==> config.mk <==
export PLATFORM = sky130hd
export DESIGN_NAME = sequence_player
export DESIGN_NICKNAME = d
export VERILOG_FILES = /design/src/rtl/simon_pkg.sv /design/src/rtl/cycle_timer.sv /design/src/rtl/sequence_player.sv
export SDC_FILE = /design/constraint.sdc
export NUM_CORES = 1
export LEC_CHECK = 0
export CORE_MARGIN = 8
export CORE_UTILIZATION = 50
export CTS_BUF_LIST = sky130_fd_sc_hd__clkbuf_8
export DETAILED_ROUTE_END_ITERATION = 16
export GPL_TIMING_DRIVEN = 1
export PLACE_DENSITY = 0.79
export SETUP_SLACK_MARGIN = 0.2
export SLEW_MARGIN = 30
export SYNTH_ARGS = -nofsm -noshare
export SYNTH_HDL_FRONTEND = slang
export SYNTH_SLANG_ARGS = --single-unit
==> constraint.sdc <==
create_clock -name clk -period 2.5 [get_ports clk]
set_input_delay 0.5 -clock clk [delete_from_list [all_inputs] [get_ports clk]]
set_output_delay 0.5 -clock clk [all_outputs]
set_load 0.1 [all_outputs]
==> src/rtl/simon_pkg.sv <==
// Shared types and constants for the Simon Says sequence datapath.
// Colour encoding matches what the sequence memory stores.
package simon_pkg;

    localparam int DEPTH = 30;
    localparam int PTR_W = 5;
    localparam int TMR_W = 4;

    typedef enum logic [1:0] {
        RED    = 2'd0,
        GREEN  = 2'd1,
        BLUE   = 2'd2,
        YELLOW = 2'd3
    } colour_t;

    typedef enum logic [2:0] {
        IDLE,
        FETCH,
        LATCH,
        SHOW,
        GAP,
        DONE
    } player_state_t;

    function automatic logic [3:0] onehot(input colour_t c);
        logic [3:0] v;
        v = 4'b0000;
        unique case (c)
            RED:    v = 4'b0001;
            GREEN:  v = 4'b0010;
            BLUE:   v = 4'b0100;
            YELLOW: v = 4'b1000;
            default: v = 4'b0000;
        endcase
        return v;
    endfunction

endpackage

==> src/rtl/cycle_timer.sv <==
// Loadable down-counter; expired is high while the count sits at zero.
// A load of N gives N+1 cycles before the cycle in which expired is seen.
module cycle_timer #(
    parameter int W = 4
) (
    input  logic         clk,
    input  logic         reset_n,
    input  logic         i_load,
    input  logic [W-1:0] i_load_val,
    output logic         o_expired
);

    logic [W-1:0] r_cnt;

    always_ff @(posedge clk or negedge reset_n) begin
        if (!reset_n) begin
            r_cnt <= '0;
        end else if (i_load) begin
            r_cnt <= i_load_val;
        end else if (r_cnt != '0) begin
            r_cnt <= r_cnt - 1'b1;
        end
    end

    assign o_expired = (r_cnt == '0);

endmodule

==> src/rtl/sequence_player.sv <==
// Plays back the stored Simon sequence on the LEDs, one entry at a time.
// Each entry: memory fetch, data latch, lit hold, dark gap.
module sequence_player
    import simon_pkg::*;
#(
    parameter int SHOW_CYCLES = 4,
    parameter int GAP_CYCLES  = 2
) (
    input  logic             clk,
    input  logic             reset_n,
    input  logic             start,
    input  logic             abort,
    input  logic [PTR_W-1:0] seq_len,
    input  logic [1:0]       rdata,
    output logic             r_en,
    output logic [PTR_W-1:0] r_ptr,
    output logic [3:0]       led,
    output logic             playing,
    output logic             done
);

    localparam logic [TMR_W-1:0] SHOW_LD = TMR_W'(SHOW_CYCLES - 1);
    localparam logic [TMR_W-1:0] GAP_LD  = TMR_W'(GAP_CYCLES - 1);
    localparam logic [PTR_W-1:0] MAX_LEN = PTR_W'(DEPTH);
    localparam logic [PTR_W-1:0] LAST_IX = PTR_W'(DEPTH - 1);

    player_state_t    r_state;
    colour_t          r_colour;
    logic [PTR_W-1:0] r_len;
    logic [PTR_W-1:0] r_addr;
    logic             r_ren;
    logic             r_play;
    logic             r_done;

    logic [PTR_W-1:0] w_len_eff;
    logic             w_last;
    logic             w_tmr_load;
    logic [TMR_W-1:0] w_tmr_val;
    logic             w_expired;

    assign w_len_eff  = (seq_len > MAX_LEN) ? MAX_LEN : seq_len;
    assign w_last     = (r_addr == r_len - 1'b1) || (r_addr >= LAST_IX);
    assign w_tmr_load = (r_state == LATCH) || ((r_state == SHOW) && w_expired);
    assign w_tmr_val  = (r_state == LATCH) ? SHOW_LD : GAP_LD;

    cycle_timer #(
        .W (TMR_W)
    ) u_timer (
        .clk        (clk),
        .reset_n    (reset_n),
        .i_load     (w_tmr_load),
        .i_load_val (w_tmr_val),
        .o_expired  (w_expired)
    );

    always_ff @(posedge clk or negedge reset_n) begin
        if (!reset_n) begin
            r_state  <= IDLE;
            r_colour <= RED;
            r_len    <= '0;
            r_addr   <= '0;
            r_ren    <= 1'b0;
            r_play   <= 1'b0;
            r_done   <= 1'b0;
        end else if (abort && (r_state != IDLE)) begin
            r_state <= IDLE;
            r_addr  <= '0;
            r_ren   <= 1'b0;
            r_play  <= 1'b0;
            r_done  <= 1'b0;
        end else begin
            r_ren  <= 1'b0;
            r_done <= 1'b0;
            unique case (r_state)
                IDLE: begin
                    if (start && !abort) begin
                        r_len  <= w_len_eff;
                        r_addr <= '0;
                        r_play <= 1'b1;
                        if (w_len_eff != '0) begin
                            r_state <= FETCH;
                            r_ren   <= 1'b1;
                        end else begin
                            r_state <= DONE;
                            r_done  <= 1'b1;
                        end
                    end
                end
                FETCH: r_state <= LATCH;
                LATCH: begin
                    r_colour <= colour_t'(rdata);
                    r_state  <= SHOW;
                end
                SHOW: begin
                    if (w_expired) r_state <= GAP;
                end
                GAP: begin
                    if (w_expired) begin
                        if (w_last) begin
                            r_state <= DONE;
                            r_done  <= 1'b1;
                            r_addr  <= '0;
                        end else begin
                            r_state <= FETCH;
                            r_ren   <= 1'b1;
                            r_addr  <= r_addr + 1'b1;
                        end
                    end
                end
                DONE: begin
                    r_state <= IDLE;
                    r_play  <= 1'b0;
                end
                default: r_state <= IDLE;
            endcase
        end
    end

    assign r_en    = r_ren;
    assign r_ptr   = r_addr;
    assign led     = (r_state == SHOW) ? onehot(r_colour) : 4'b0000;
    assign playing = r_play;
    assign done    = r_done;

endmodule

* After elaboration in Yosys (flattened, before gate mapping)
Index checks and enable logic that the tools add are counted.
** Storage, ports and cells
- Bits in registers :: 22
- Input bits :: 11
- Output and inout bits :: 12
- Word-level logic and storage cells :: 79
** Cells by class
- $add $sub $neg :: 3
- Magnitude comparators :: 2
- Equal/unequal tests :: 12
- Muxes and demuxes :: 33
- Bitwise operators :: 1
- Reduce and logical (&&, ||, !) cells :: 20
** Operators by type and width (count)
- 5-bit two-way mux :: 5
- 3-bit two-way mux :: 6
- 4-bit case mux with 4 select lines :: 1
- 3-bit case mux with 5 select lines :: 1
- 1-bit two-way mux :: 12
- 4-bit two-way mux :: 3
- 5-bit case mux with 2 select lines :: 1
- 3-bit != test, second input constant :: 3
- 3-bit AND reduction :: 3
- 3-bit nonzero test :: 3
- 3-bit by 2-bit equality test with 1-bit output, second input constant :: 2
- 3-bit equality test, second input constant :: 2
- 1-bit case mux with 2 select lines :: 3
- 5-bit by 1-bit adder with 5-bit output, second input constant :: 1
- 5-bit equality test :: 1
- 5-bit >= comparator, second input constant :: 1
- 5-bit > comparator, second input constant :: 1
- 5-bit nonzero test :: 1
- 5-bit by 1-bit subtractor with 5-bit output, second input constant :: 1
- 2-bit equality test, second input constant :: 2
- 4-bit logical NOT :: 1
- 2-bit AND reduction :: 2
- 4-bit nonzero test :: 1
- 4-bit by 1-bit subtractor with 4-bit output, second input constant :: 1
- other kinds (10) :: 13

* Depth between registers and ports, before layout
- Depth after elaboration :: 7
- Mapped depth :: 7
- Gate-level depth less buffers :: 7

* Cells and area by module
Synthesis repeated with hierarchy kept, for this count alone.
** Second synthesis, totals
- Cell total of the unflattened synthesis :: 141
- Area, all modules :: 1370.1 um^2
** Modules (own cells, without submodules)
- sequence_player :: instances 1, cells an instance 119, area an instance 1136.1 um^2, seq. area each 450.4 um^2
- cycle_timer :: instances 1, cells an instance 22, area an instance 234.0 um^2, seq. area each 100.1 um^2

* Worst setup path after synthesis
OpenSTA, ideal clock, no wires.
- Kind :: reg-to-output
- Start point :: register r_state[0]
- End point :: output port led[2]
- Arrival :: 3.833 ns
- Data required time :: 2.000 ns
- Setup slack :: -1.833 ns
- Stages on the path, launching flop included :: 4
- Path buffers :: 1
- Cell sequence :: dfrtp_1 clkbuf_1 nand2_1 nor4b_1
** On the way
- Longest elaborated chain between the ends :: 2
** RTL lines
- start: declaration :: line sequence_player.sv:27 : player_state_t r_state;
- start signal: assignment :: line sequence_player.sv:58 : r_state <= IDLE;
- start signal: assignment :: line sequence_player.sv:66 : r_state <= IDLE;
- start signal: assignment :: line sequence_player.sv:81 : r_state <= FETCH;
- 3-bit by 2-bit equality test with 1-bit output :: line sequence_player.sv:121 : assign led = (r_state == SHOW) ? onehot(r_colour) : 4'b0000;
- 4-bit two-way mux :: line sequence_player.sv:121
- end: declaration :: line sequence_player.sv:17 : output logic [3:0] led,
No other way between the ends.

* Worst setup path in the final report
- Start point :: register r_len[0]
- End point :: register r_addr[3], in the netlist r_ptr[3]
** On the way
- Longest elaborated chain between the ends :: 7
** RTL lines
- start: declaration :: line sequence_player.sv:29 : logic [PTR_W-1:0] r_len;
- start signal: assignment :: line sequence_player.sv:77 : r_len <= w_len_eff;
- 5-bit by 1-bit subtractor with 5-bit output :: line sequence_player.sv:42 : assign w_last = (r_addr == r_len - 1'b1) || (r_addr >= LAST_IX);
- 5-bit equality test :: line sequence_player.sv:42
- 1-bit logical OR :: line sequence_player.sv:42
- 5-bit two-way mux :: line sequence_player.sv:99 : if (w_last) begin
- 5-bit two-way mux :: line sequence_player.sv:98 : if (w_expired) begin
- 5-bit case mux with 2 select lines :: line sequence_player.sv:74 : unique case (r_state)
- 5-bit two-way mux :: line sequence_player.sv:65 : end else if (abort && (r_state != IDLE)) begin
- end signal: assignment :: line sequence_player.sv:106 : r_addr <= r_addr + 1'b1;
- end: declaration :: line sequence_player.sv:30 : logic [PTR_W-1:0] r_addr;
No other way between the ends. The select of a mux whose other input is x is not followed.
A chain may end at the register's enable or synchronous reset.

==> results.sh <==
export IMPL_rsz0062_at_grt="no"
export IMPL_crit_arrival_ps=2280
export IMPL_final_util=0.6927
export IMPL_vias_per_cell=5.786
export IMPL_grt_usage=0.1409
export IMPL_setup_slack_ps=358.1
export IMPL_crit_required_ps=2640
export IMPL_synthArstFlopShare=1.000
export IMPL_die_y_um=67.43
export IMPL_synth_area_mm2=0.001323
export IMPL_cpMaxStageDelayCell="a311oi_4"
export IMPL_worst_slew_pin_slew_ps=468.8
export IMPL_grt_pass1_vias=1139
export IMPL_antenna_found_initial=0
export IMPL_ant_nets=0
export IMPL_diodes=0
export IMPL_ioPinCount=23
export IMPL_crit_chain="inv_1, ha_1, or3_4, a311oi_4, nor2_2, a221o_1"
export IMPL_drt_initial_drc_count=66
export IMPL_synth_edf_count=0
export IMPL_wire_per_inst_um=15.17
export IMPL_outcome="completed"
export IMPL_synth_top_family_by_area="simple AND/OR/NAND/NOR gates"
export IMPL_grt_overflow_total=0
export IMPL_dp_slack_ps=188.7
export IMPL_slew_violations=0
export IMPL_whs_path_depth=1
export IMPL_avgSynthCellArea_um2=9.796
export IMPL_clkLatencyLatePin_ps=260
export IMPL_yosys_warnings=0
export IMPL_cts_sinks=22
export IMPL_regArea_um2=553.0
export IMPL_clockRootBuffer="clkbuf_8"
export IMPL_drc=0
export IMPL_area_growth_pct=30.94
export IMPL_synth_mux_area_fraction=0.05109
export IMPL_fin_crit_sh=0.8567
export IMPL_synth_seq_area_share=0.4163
export IMPL_clkTransAtPathRegs_ps=80
export IMPL_cts_made_buffers=3
export IMPL_critPathKind="register to register"
export IMPL_p_leak_nw=0.7591
export IMPL_cts_path_max_buffers=2
export IMPL_grt_first_pass_wirelength_um=5099
export IMPL_htreeDepth=1
export IMPL_syn_nets=151
export IMPL_drive_gt1_frac=0.2716
export IMPL_maxCapViolations=0
export IMPL_powerDensity_mw_per_mm2=826.1
export IMPL_synth_fa_ha_area_frac=0.04730
export IMPL_netlist_top_cells_area="dfrtp_1 42%, mux2_2 5.1%, ha_1 4.7%, nor2_1 4.0%, xnor2_1 4.0%"
export IMPL_die_w_um=67.43
export IMPL_drtPass1Iterations=4
export IMPL_finalPower_mw=1.430
export IMPL_max_stage_delay_ps=460
export IMPL_post_cts_buffers=0
export IMPL_hold_path_end="r_len[4]"
export IMPL_tritoncts="yes"
export IMPL_multi_input_area_um2=769.5
export IMPL_synthSimpleGateAreaFrac=0.2507
export IMPL_layout_common_cells="20 x dfrtp_1, 13 x nor2_1, 13 x buf_4"
export IMPL_ys_ff_latch=22
export IMPL_grt_max_degree=23
export IMPL_syn_inst=135
export IMPL_setup_viol=0
export IMPL_hp_class="register to register"
export IMPL_num_fill_cells=198
export IMPL_routed_wl_um=2912
export IMPL_worstRegToRegCells=6
export IMPL_finClkSkew_ps=2.311
export IMPL_crit_path_end_kind="register"
export IMPL_hpwl_um=2280
export IMPL_final_common_cell="dfrtp_1"
export IMPL_hold_buffers=0
export IMPL_ys_types=44
export IMPL_num_vias=1111
export IMPL_setup_tns_ps=0
export IMPL_peakVddDrop_mv=0.6296
export IMPL_fp_row_count=18
export IMPL_port_buffers=22
export IMPL_relSlewSlack=0.6835
export IMPL_layout_min_cycle_time_ps=2142
export IMPL_core_area_mm2=0.002500
export IMPL_rr_endpoint="r_ptr[3]"
export IMPL_ctsResizeCount=0
export IMPL_synthXorXnorAreaFrac=0.05298
export IMPL_hold_worst_slack_ps=541.6
export IMPL_nets=179
export IMPL_gp_congestion=0.8136
export IMPL_synth_compound_area_frac=0.1533
export IMPL_initial_utilization=0.5290
export IMPL_hold_violations=0
export IMPL_hp_start="r_len[4]"
export IMPL_start_kind="register"
export IMPL_synth_top_area_frac=0.4163
export IMPL_yosys_area_top_type="dfrtp_1"
export IMPL_die_area_mm2=0.004547
export IMPL_synth_flop_cell="dfrtp_1"
export IMPL_r2r_start="r_len[0]"
export IMPL_fmax_mhz=466.9
export IMPL_critPathMaxFanout=7
export IMPL_rrSetupSlack_ps=360
==> report_power, final <==
group	leakage (nW)	switching (mW)	internal, mW
clock network	0.0357	0.117	0.214
registers	0.276	0.113	0.445
logic	0.447	0.290	0.251
==> flip-flops by register name, indices dropped and copies added, names as in the netlist <==
name,cells
r_len,5
r_ptr,5
u_timer.r_cnt,4
r_state,3
r_colour,2
done,1
playing,1
r_en,1
==> area by class of cell <==
type | count | area share
clock inverters | 1 | 0.01734
repair buffers | 27 | 0.1604
well taps | 30 | 0.02168
flip-flops and latches | 22 | 0.3194
clock buffers | 3 | 0.02384
multi-input cells | 103 | 0.4444
inverters | 6 | 0.01301
==> worst max-delay path: cells and delay by family, from the launching register on <==
family,cells,cell delay [ps]
AO/OA/AOI/OAI,2,810
flip-flops,1,410
AND/OR/NAND/NOR,2,530
adder cells (fa/ha/maj),1,220
buffers and inverters,1,60
==> cells by family (layout without fill, tap and decap cells) <==
group | Yosys count | in the layout
fa+ha+maj | 5 | 5
simple gates | 59 | 59
mux | 6 | 6
compound gates | 25 | 25
buf+inv | 10 | 37
xor+xnor | 8 | 8
flops | 22 | 22
==> worst max-delay path by stage <==
stage                           startpoint       end  slack [ps]  cells after the start
after global routing              r_len[0]  r_ptr[3]         250                      7
after CTS                 u_timer.r_cnt[0]  r_ptr[3]         280                      7
final                             r_len[0]  r_ptr[3]         360                      6
after floorplan                 r_state[0]    led[2]         130                      3
after detailed placement             start  r_ptr[1]         190                      7
after global placement               start  r_ptr[1]         260                      7
==> cells in the mapped netlist, types with 3 or more instances <==
cell,count
clkbuf_1,4
dfrtp_1,22
ha_1,5
inv_1,6
mux2_2,6
nand2_1,11
nand3_1,3
nor2_1,14
nor3_1,5
nor4_1,3
nor4b_1,3
o21ai_0,6
xnor2_1,6
==> per-layer routing <==
| metal | vias to the layer above | global-route usage | share of wire |
|---|---|---|---|
| met5 | - | 0 | 0 |
| met4 | 0 | 0.02872 | 0.010 |
| met3 | 4 | 0.03642 | 0.053 |
| met2 | 28 | 0.2521 | 0.49 |
| met1 | 535 | 0.1658 | 0.45 |
| li1 | 544 | - | - |
==> metrics by stage <==
step           instance area (um2)  std cells
2_1_floorplan                 1358        135
3_3_place_gp                  1658        188
3_5_place_dp                  1658        188
4_1_cts                       1729        192
5_1_grt                       1732        192
6_report                      1732        192
(Power assumes the default switching activity.)
